<file path="src/rtl/trade_order_sequencer.sv">
// trade_order_sequencer
// Turns a buy/sell decision into one outstanding order on a valid/ready
// handshake. It then waits for a fill ack or a timeout, tracks the signed net
// position against +/-MAX_POS, and holds off new decisions for a cooldown.
//
// state      | meaning
// -----------+---------------------------------------------------------
// S_IDLE     | accepting decisions (enable, one-hot buy/sell, limit ok)
// S_ISSUE    | order_valid high, waiting for order_ready
// S_WAIT_ACK | order accepted downstream, waiting for ack or timeout
// S_COOLDOWN | order finished, ignoring decisions for the cooldown
module trade_order_sequencer #(
  parameter logic [7:0]  QTY             = 8'd1,
  parameter logic [7:0]  MAX_POS         = 8'd4,
  parameter logic [15:0] COOLDOWN_CYCLES = 16'd16,
  parameter logic [15:0] ACK_TIMEOUT     = 16'd64
) (
  input  logic       clk,
  input  logic       rst_n,
  input  logic       enable,
  input  logic       buy_signal,
  input  logic       sell_signal,
  input  logic [7:0] price,
  output logic       order_valid,
  input  logic       order_ready,
  output logic       order_side,
  output logic [7:0] order_qty,
  output logic [7:0] order_price,
  input  logic       ack_valid,
  input  logic       ack_filled,
  output logic [7:0] position,
  output logic       busy,
  output logic       timeout_err
);

  typedef enum logic [1:0] {S_IDLE, S_ISSUE, S_WAIT_ACK, S_COOLDOWN} state_t;

  state_t      state, state_nxt;
  logic [15:0] to_cnt, to_cnt_nxt;
  logic [15:0] cd_cnt, cd_cnt_nxt;
  logic        order_valid_nxt, order_side_nxt, busy_nxt, timeout_err_nxt;
  logic [7:0]  order_qty_nxt, order_price_nxt, position_nxt;

  // 9-bit signed views so the limit checks cannot wrap
  logic signed [8:0] pos_ext, qty_ext, max_ext;
  logic              buy_ok, sell_ok, to_term;

  assign pos_ext = {position[7], position};
  assign qty_ext = {1'b0, QTY};
  assign max_ext = {1'b0, MAX_POS};
  assign buy_ok  = enable && buy_signal && !sell_signal && ((pos_ext + qty_ext) <= max_ext);
  assign sell_ok = enable && sell_signal && !buy_signal && ((pos_ext - qty_ext) >= -max_ext);
  assign to_term = (to_cnt == (ACK_TIMEOUT - 16'd1));

  // State, counters and every output are registered here
  always_ff @(posedge clk or negedge rst_n) begin
    if (!rst_n) begin
      state       <= S_IDLE;
      to_cnt      <= 16'd0;
      cd_cnt      <= 16'd0;
      order_valid <= 1'b0;
      order_side  <= 1'b0;
      order_qty   <= 8'd0;
      order_price <= 8'd0;
      position    <= 8'd0;
      busy        <= 1'b0;
      timeout_err <= 1'b0;
    end else begin
      state       <= state_nxt;
      to_cnt      <= to_cnt_nxt;
      cd_cnt      <= cd_cnt_nxt;
      order_valid <= order_valid_nxt;
      order_side  <= order_side_nxt;
      order_qty   <= order_qty_nxt;
      order_price <= order_price_nxt;
      position    <= position_nxt;
      busy        <= busy_nxt;
      timeout_err <= timeout_err_nxt;
    end
  end

  // Next-state selection; an ack on the terminal timeout cycle takes precedence
  always_comb begin
    state_nxt = state;
    case (state)
      S_IDLE:     if (buy_ok || sell_ok)     state_nxt = S_ISSUE;
      S_ISSUE:    if (order_ready)           state_nxt = S_WAIT_ACK;
      S_WAIT_ACK: if (ack_valid || to_term)  state_nxt = S_COOLDOWN;
      S_COOLDOWN: if (cd_cnt <= 16'd1)       state_nxt = S_IDLE;
      default:                               state_nxt = S_IDLE;
    endcase
  end

  // Next values of the registered outputs, order fields and counters
  always_comb begin
    to_cnt_nxt      = to_cnt;
    cd_cnt_nxt      = cd_cnt;
    order_side_nxt  = order_side;
    order_price_nxt = order_price;
    position_nxt    = position;
    timeout_err_nxt = 1'b0;
    case (state)
      S_IDLE: begin
        if (buy_ok) begin
          order_side_nxt  = 1'b0;
          order_price_nxt = price;
        end else if (sell_ok) begin
          order_side_nxt  = 1'b1;
          order_price_nxt = price;
        end
      end
      S_ISSUE: to_cnt_nxt = 16'd0;
      S_WAIT_ACK: begin
        to_cnt_nxt = to_cnt + 16'd1;
        if (ack_valid) begin
          cd_cnt_nxt = COOLDOWN_CYCLES;
          if (ack_filled)
            position_nxt = order_side ? (position - QTY) : (position + QTY);
        end else if (to_term) begin
          cd_cnt_nxt      = COOLDOWN_CYCLES;
          timeout_err_nxt = 1'b1;
        end
      end
      // A load of 0 or 1 both give a single cooldown cycle
      S_COOLDOWN: cd_cnt_nxt = (cd_cnt > 16'd1) ? (cd_cnt - 16'd1) : 16'd0;
      default: ;
    endcase
    order_valid_nxt = (state_nxt == S_ISSUE);
    order_qty_nxt   = (state_nxt == S_ISSUE) ? QTY : 8'd0;
    busy_nxt        = (state_nxt != S_IDLE);
  end

endmodule

</file>
<file path="config.mk">
export PLATFORM = sky130hd
export DESIGN_NAME = trade_order_sequencer
export DESIGN_NICKNAME = d
export VERILOG_FILES = /design/src/rtl/trade_order_sequencer.sv
export SDC_FILE = /design/constraint.sdc
export NUM_CORES = 1
export LEC_CHECK = 0
export CORE_ASPECT_RATIO = 1.25
export CORE_UTILIZATION = 59
export CTS_CLUSTER_SIZE = 24
export DETAILED_ROUTE_END_ITERATION = 6
export PLACE_DENSITY = 0.92
export SLEW_MARGIN = 10
export SYNTH_ARGS = -nofsm -noshare
export SYNTH_HDL_FRONTEND = slang
export SYNTH_SLANG_ARGS = --single-unit
</file>
<file path="constraint.sdc">
create_clock -name clk -period 5.5 [get_ports clk]
set_clock_uncertainty 0.05 [all_clocks]
set_input_delay 0.825 -clock clk [delete_from_list [all_inputs] [get_ports clk]]
set_output_delay 0.825 -clock clk [all_outputs]
set_load 0.03 [all_outputs]
</file>
* After elaboration in Yosys (flattened, before gate mapping)
Index checks and enable logic that the tools add are counted.
Storage, ports and cells: ROM bits 0, RAM bits 0, input bits 16, memories 0, word-level logic and storage cells 63, register bits after elaboration 62, bits in latches 0
Cells by class: equality and inequality tests 6, mux-type cells 19, bitwise operators 0, reduce and logical (&&, ||, !) cells 18, div/mod/pow operators 0, add/sub/neg operators 6, $mul 0, order comparisons 4, shift-type cells 0
Operators by type and width (number):
- 16-bit case mux with 2 select lines | 2
- 16-bit 2-to-1 mux | 3
- 8-bit 2-to-1 mux | 3
- 16-bit by 1-bit adder with 16-bit output (second input constant) | 1
- 16-bit by 6-bit equality test with 1-bit output (second input constant) | 1
- 16-bit by 1-bit greater-than comparator with 1-bit output (second input constant) | 1
- 16-bit by 1-bit less-or-equal comparator with 1-bit output (second input constant) | 1
- 16-bit by 1-bit subtractor with 16-bit output (second input constant) | 1
- 8-bit by 2-bit adder with 9-bit output (second input constant) | 1
- 9-bit by 3-bit >= comparator with 1-bit output (second input constant) | 1
- 9-bit by 4-bit less-or-equal comparator with 1-bit output (second input constant) | 1
- 8-bit by 2-bit subtractor with 9-bit output (second input constant) | 1
- 8-bit by 1-bit adder with 8-bit output (second input constant) | 1
- 2-bit 2-to-1 mux | 4
- 2-bit case mux with 4 select lines | 1
- 2-bit nonzero test | 4
- 8-bit by 1-bit subtractor with 8-bit output (second input constant) | 1
- 1-bit logical AND | 6
- 1-bit 2-to-1 mux | 6
- 2-bit by 1-bit equality test with 1-bit output (second input constant) | 2
- 2-bit equality test (second input constant) | 2
- 2-bit AND reduction | 2
- 3-bit != test (second input constant) | 1
- 3-bit AND reduction | 1
- 3 further kinds | 5

* Logic depth before layout (Yosys ltp)
Gate-level depths: netlist of the first run.
word-level depth 8, depth in mapped cells 8

* Worst setup path after synthesis of the first run
Ideal clock, no wire load.
kind register to register, start reg cd_cnt[2], end reg cd_cnt[10], slack 3.079 ns, arrival time 2.249 ns, setup time 0.122 ns, path buffers 2, stages on the path, launching flop included 8, cell sequence dfrtp_1 or4_4 buf_6 or3_4 o41ai_4 buf_6 nor2_4 a32o_1
On the way: longest elaborated chain between the ends 3
Ends and longest elaborated chain:
- from (decl) | RTL line 40 | logic [15:0] cd_cnt, cd_cnt_nxt;
- from (signal assigned) | RTL line 71 | cd_cnt <= cd_cnt_nxt;
- 16-bit by 1-bit subtractor with 16-bit output or 16-bit by 1-bit greater-than comparator with 1-bit output (tied branches) | RTL line 125 | S_COOLDOWN: cd_cnt_nxt = (cd_cnt > 16'd1) ? (cd_cnt - 16'd1) : 16'd0;
- 16-bit 2-to-1 mux (*) | RTL line 125
- 16-bit case mux with 2 select lines (*) | RTL line 102 | case (state)
Mark *: on every way between the ends. The rest lies on a longest branch, timed or not. A chain may end at the register's enable or synchronous reset.

* Worst setup path after layout of the first run
start reg cd_cnt[2], end reg cd_cnt[3]
The elaborated chain is that of the path after synthesis.

==> flow_summary.toml, run 1 <==
[outcome]
status = "complete, no violations"

[cts]
cts_tree = "yes"
clock_latency_ns = 0.31
cts.sinks = 54
root_buffer = "clkbuf_8"
cts_buffers = 5
cts_resized = 0
post-cts-setup-buffers = 0
ctsHtreeMaxLevel = 2
clock_path_buffers = 2
cts_hold_buf = 0
clkTransAtPathRegs_ns = 0.09

[critical_path]
critPathLaunchType = "flip-flop"
path_class = "reg2reg"
cp_max_fo = 11
worstPathArrival_ns = 2.95
crit_required_ns = 5.65
reg2reg_slack_ns = 2.70
r2r_start = "cd_cnt[2]$_DFFE_PN0P_"
cp-end-kind = "flip-flop"
r2r_cells = 5
r2r_end = "cd_cnt[3]$_DFFE_PN0P_"

[placement]
place_area_um2 = 3500
hpwl_um = 4790
place.gp.congestion = 0.798
io_buffers = 36

[sta]
tightestPinTransition_ns = 0.796
rsz0062_at_grt = "no"
hold_viol = 0
finalSetupViolations = 0
fmax_mhz = 358
fin_tns_setup_ns = 0
fin_crit_sh = 0.508
slew_viol_final = 0
timing.slew.headroom = 0.467
fin_crit_ns = 2.80

[final_layout]
num_antenna_cells = 0
drive_above_1_share = 0.0643
nFillCells = 380
nNetsFinal = 403
postLayoutCellArea_um2 = 3610
areaGrowthSynthToFinish_pct = 14.6
seqCellArea_um2 = 1350
multi_input_area_um2 = 1630

[grt]
antenna_found_initial = 0
grt_pass1_wl_um = 11700
grt_start_max_net_pins = 55
grt_pass1_vias = 2674
grt_overflow = 0
track_usage = 0.269

[power]
p_leak_nw = 1.57
ir_drop_mv = 0.376
powerDensity_nw_per_um2 = 508

[die]
row_count = 29
dieArea_um2 = 5630
initial_core_util = 0.615
die-width_um = 67.3
die_h_um = 83.7
ioPinCount = 44
coreArea_um2 = 5120

[detailed_routing]
wl_per_cell_um = 15.8
drc_errors = 0
first_pass_iters = 4
postRouteAntennaNets = 0
drt-initial-drc-count = 201
vias = 2650
totalWireLength_um = 6890
vias_per_cell = 6.09

[yosys]
ys_seq_area_frac = 0.429
yosysUniqueCellTypes = 56
muxShareOfSynthArea = 0.0382
synth_edf_count = 0
synth_cells = 339
synth-compound-area-share = 0.148
synthArstFlopShare = 1.00
yosysWarnings = 0
synthFlopType = "dfrtp_1"
synthAdderAreaFrac = 0.0620
syn_area_um2 = 3150
synth-seq-cells = 54
synth_xor_area_frac = 0.0390
yosys.area_share.simple = 0.221
synth_top_family_by_area = "simple AND/OR/NAND/NOR gates"
avgSynthCellArea_um2 = 9.29

[worst_hold_path]
hold_path.class = "reg2reg"
hold_end = "order_price[1]$_DFFE_PN0P_"
holdPathStages = 1
min-delay-start = "order_price[1]$_DFFE_PN0P_"

[run]
cap_violations = 0
[through the flow]
stage	setup WS [ns]	hold slack (ns)	util	instances	total power [W]
detailed placement	2.52	0.452	0.685	427	0.00157
finish	2.70	0.466	0.705	435	0.00183
global placement	2.62	0.439	0.685	427	0.00152
global route	2.52	0.490	0.705	435	0.00198
floorplan	3.08	0.431	-	345	0.00129
CTS	2.72	0.472	0.705	435	0.00183
[power breakdown]
group / total (W) / switching [W] / internal, W / leakage, nW
combinational: 0.000985 / 0.000586 / 0.000399 / 0.802
sequential: 0.000587 / 0.000101 / 0.000486 / 0.718
clock: 0.000263 / 0.000126 / 0.000136 / 0.0524
[kinds of logic after synthesis]
| kind of cell | Yosys count |
|---|---|
| compound gates | 69 |
| xor+xnor | 14 |
| fa+ha+maj | 15 |
| buf+inv | 39 |
| flops | 54 |
| mux | 11 |
| other cells | 1 |
| simple gates | 136 |
[how the worst max path moves through the flow]
stage	slack, ns	startpoint	endpoint
after global placement	2.62	buy_signal	order_price[4]$_DFFE_PN0P_
after detailed placement	2.52	buy_signal	order_price[2]$_DFFE_PN0P_
final	2.70	cd_cnt[2]$_DFFE_PN0P_	cd_cnt[3]$_DFFE_PN0P_
after CTS	2.72	cd_cnt[2]$_DFFE_PN0P_	cd_cnt[3]$_DFFE_PN0P_
after global routing	2.52	cd_cnt[0]$_DFFE_PN0P_	cd_cnt[0]$_DFFE_PN0P_
after floorplan	3.08	cd_cnt[2]$_DFFE_PN0P_	cd_cnt[10]$_DFFE_PN0P_
[worst max-delay path: stages, from the launching register on]
cell and delay [ns]:
dfrtp_1 0.46, or4_4 0.61, or3_4 0.42, o41ai_4 0.73, o21ai_0 0.20, a22o_1 0.23
[metal layers]
layer | GRT usage | routed length (um) | up-vias
li1 | - | - | 1264
met1 | 0.313 | 2820 | 1278
met2 | 0.464 | 3600 | 92
met3 | 0.0546 | 327 | 16
met4 | 0.114 | 130 | 0
met5 | 0 | 0 | -
[state kept, by name, indices dropped and copies added (netlist names)]
register and count:
position 8, timeout_err 1, cd_cnt 16, to_cnt 16
order_side 1, order_price 8, state 2, busy 1
order_qty 1
[placed cells by master (no fill, tap or decap), drive strengths merged, types with 4 or more instances in the layout]
| cell type | netlist | layout |
|---|---|---|
| o31ai | 4 | 4 |
| nand2 | 28 | 28 |
| o21ai | 22 | 22 |
| clkbuf | 6 | 7 |
| a21oi | 13 | 13 |
| conb | 1 | 7 |
| xor2 | 10 | 10 |
| nor3 | 16 | 16 |
| clkdlybuf4s50 | 0 | 35 |
| nor4 | 7 | 7 |
| nand4 | 5 | 5 |
| o22ai | 5 | 5 |
| nand2b | 4 | 4 |
| dfrtp | 54 | 54 |
| and3 | 4 | 4 |
| or4 | 6 | 6 |
| inv | 22 | 22 |
| mux2 | 8 | 8 |
| ha | 14 | 14 |
| xnor2 | 4 | 4 |
| nor2 | 34 | 34 |
| nand3 | 20 | 20 |
[cell type report]
| cell class | count | share of cell area |
|---|---|---|
| multi-input cells | 252 | 0.451 |
| flip-flops and latches | 54 | 0.374 |
| repair buffers | 37 | 0.101 |
| inverters | 22 | 0.0229 |
| well taps | 62 | 0.0215 |
| clock buffers | 7 | 0.0212 |
| clock inverters | 1 | 0.00832 |
[synthesized netlist by cell type (2+ instances only)]
master	n	area (um^2)
nand3_1	20	100
nor2b_1	3	18.8
xor2_1	10	87.6
and3_1	4	25.0
a21boi_0	2	15.0
nand4_1	5	31.3
nand2_1	28	105
mux2i_1	3	30.0
inv_1	22	82.6
nor4_1	7	43.8
ha_1	14	175
o21ai_1	2	10.0
a31oi_1	3	18.8
mux2_2	8	90.1
nor2_1	33	124
buf_6	2	22.5
or3_1	2	12.5
a22o_1	3	26.3
a211oi_1	2	15.0
buf_4	8	60.1
o21ai_0	19	95.1
clkbuf_1	6	22.5
a21oi_1	13	65.1
dfrtp_1	54	1350
o31ai_1	4	30.0
a32o_1	3	30.0
nand2b_1	4	25.0
o22ai_1	5	31.3
xnor2_1	4	35.0
nor3b_1	2	15.0
nor3_1	15	75.1
or4_1	5	37.5
No activity file was read; power rests on OpenSTA's default activity.
==> run 2, diff against run 1 <==
--- a/config.mk
+++ b/config.mk
@@ -6,10 +6,10 @@
 export NUM_CORES = 1
 export LEC_CHECK = 0
 export CORE_ASPECT_RATIO = 1.25
-export CORE_UTILIZATION = 59
+export CORE_UTILIZATION = 55
 export CTS_CLUSTER_SIZE = 24
 export DETAILED_ROUTE_END_ITERATION = 6
-export PLACE_DENSITY = 0.92
+export PLACE_DENSITY = 0.87
 export SLEW_MARGIN = 10
 export SYNTH_ARGS = -nofsm -noshare
 export SYNTH_HDL_FRONTEND = slang
==> constraint.sdc (replaced) <==
create_clock -name clk -period 2.6 [get_ports clk]
set_clock_uncertainty 0.05 [all_clocks]
set_input_delay 0.39 -clock clk [delete_from_list [all_inputs] [get_ports clk]]
set_output_delay 0.39 -clock clk [all_outputs]
set_load 0.03 [all_outputs]
==> run 2 against run 1 <==
Net effect:
- sequential cell count unchanged
- critical path type unchanged
- first-iteration DRC count increased by 14%
- design area increased by 2.5%
- utilization decreased by 3.0 points
- largest power group unchanged
==> flow_summary.toml, run 2 (synthesized netlist as in run 1, its figures left out) <==
[critical_path]
worstPathArrival_ns = 2.62
critPathLaunchType = "flip-flop"
cp_max_fo = 11
path_class = "reg2reg"
cp-end-kind = "flip-flop"
crit_required_ns = 2.76

[grt]
track_usage = 0.243
grt_pass1_wl_um = 11700
grt_start_max_net_pins = 23
antenna_found_initial = 0
grt_overflow = 0
grt_pass1_vias = 2659

[power]
powerDensity_nw_per_um2 = 1040
ir_drop_mv = 0.623
p_leak_nw = 1.63

[sta]
finalSetupViolations = 0
timing.slew.headroom = 0.597
fin_crit_ns = 2.46
tightestPinTransition_ns = 0.602
fin_tns_setup_ns = 0
fmax_mhz = 407
hold_viol = 0
fin_crit_sh = 0.944
slew_viol_final = 0
hold_slack_ns = 0.454
rsz0062_at_grt = "no"

[cts]
clock_path_buffers = 2
post-cts-setup-buffers = 0
cts_tree = "yes"
clock_latency_ns = 0.31
ctsHtreeMaxLevel = 2
cts_resized = 0
cts_buffers = 5
clkTransAtPathRegs_ns = 0.10
cts.sinks = 54
root_buffer = "clkbuf_8"

[die]
die-width_um = 69.7
row_count = 30
dieArea_um2 = 6030
initial_core_util = 0.574
ioPinCount = 44
die_h_um = 86.6
coreArea_um2 = 5480

[worst_hold_path]
hold_path.class = "in2async"

[outcome]
status = "complete, no violations"

[run]
cap_violations = 0

[final_layout]
top_regs = "cd_cnt (16), to_cnt (16)"
nNetsFinal = 417
mostFrequentLayoutCells = "54 x dfrtp_1, 35 x clkdlybuf4s50_1, 33 x nor2_1, 28 x nand2_1, 22 x inv_1"
areaGrowthSynthToFinish_pct = 17.5
layout.cells.most_common = "dfrtp_1"
drive_above_1_share = 0.0982
nFillCells = 417
num_antenna_cells = 0

[detailed_routing]
totalWireLength_um = 6670
postRouteAntennaNets = 0
drc_errors = 0
vias = 2683
vias_per_cell = 5.95
first_pass_iters = 5
wl_per_cell_um = 14.8
drt-initial-drc-count = 229

[placement]
hpwl_um = 4980
io_buffers = 36
place.gp.congestion = 0.847
==> run 2: cell types whose count changed in the layout (fill, tap and decap cells not counted), sizes merged <==
cell,previous run,this run
buf,2,15
bufinv,1,0
clkbuf,7,6
clkinv,0,2
dlygate4sd3,0,1
==> run 2: repair_timing <==
action,CTS,global route
hold endpoints to repair,13,0
hold buffers,1,0
endpoints found under the setup margin,0,0
==> run 2: worst max-delay path, cell delays in order, from the launching register on <==
cell     delay [ns]
dfrtp_1        0.46
or4_4          0.55
or3_4          0.40
o41ai_4        0.32
buf_4          0.24
nor2_4         0.07
a32o_1         0.26
==> run 2: metrics by stage <==
stage | util | cell area [um^2] | cells | power, W | setup WS, ns
after floorplan | - | 3170 | 345 | 0.00273 | 0.179
after global placement | 0.657 | 3600 | 442 | 0.00330 | 0.217
after detailed placement | 0.657 | 3600 | 442 | 0.00338 | 0.163
after CTS | 0.675 | 3700 | 451 | 0.00386 | 0.146
after global routing | 0.675 | 3700 | 451 | 0.00414 | 0.0929
final | 0.675 | 3700 | 451 | 0.00385 | 0.144
==> run 2: per-layer routing <==
metal / global-route usage / vias to the layer above / part of all wire
li1: - / 1290 / -
met1: 0.291 / 1308 / 0.42
met2: 0.427 / 72 / 0.52
met3: 0.0465 / 13 / 0.040
met4: 0.111 / 0 / 0.018
met5: 0 / - / 0
==> run 2: where the power goes <==
group          total (W)  internal [W]  switching (W)
clock network   0.000471      0.000191       0.000280
registers        0.00123       0.00103       0.000205
logic            0.00214      0.000901        0.00124
total            0.00385       0.00212        0.00173
==> run 2: final timing paths <==
path / from / end / slack [ns] / cells after the start
max reg2reg: cd_cnt[2]$_DFFE_PN0P_ / cd_cnt[10]$_DFFE_PN0P_ / 0.14 / 6
min reg2reg: order_price[3]$_DFFE_PN0P_ / order_price[3]$_DFFE_PN0P_ / 0.46 / 1
max in group asynchronous: rst_n / cd_cnt[7]$_DFFE_PN0P_ / 1.45 / 3
max: cd_cnt[2]$_DFFE_PN0P_ / cd_cnt[10]$_DFFE_PN0P_ / 0.14 / 6
min: rst_n / busy$_DFF_PN0_ / 0.45 / 2
min in group clk: order_price[3]$_DFFE_PN0P_ / order_price[3]$_DFFE_PN0P_ / 0.46 / 1
==> run 2: cell type report <==
cell class,count,area [um^2],share of cell area
inverters,22,82.6,0.0223
flip-flops and latches,54,1350,0.365
well taps,64,80.1,0.0217
repair buffers,51,470,0.127
clock buffers,6,72.6,0.0196
clock inverters,2,13.8,0.00372
multi-input cells,252,1630,0.440
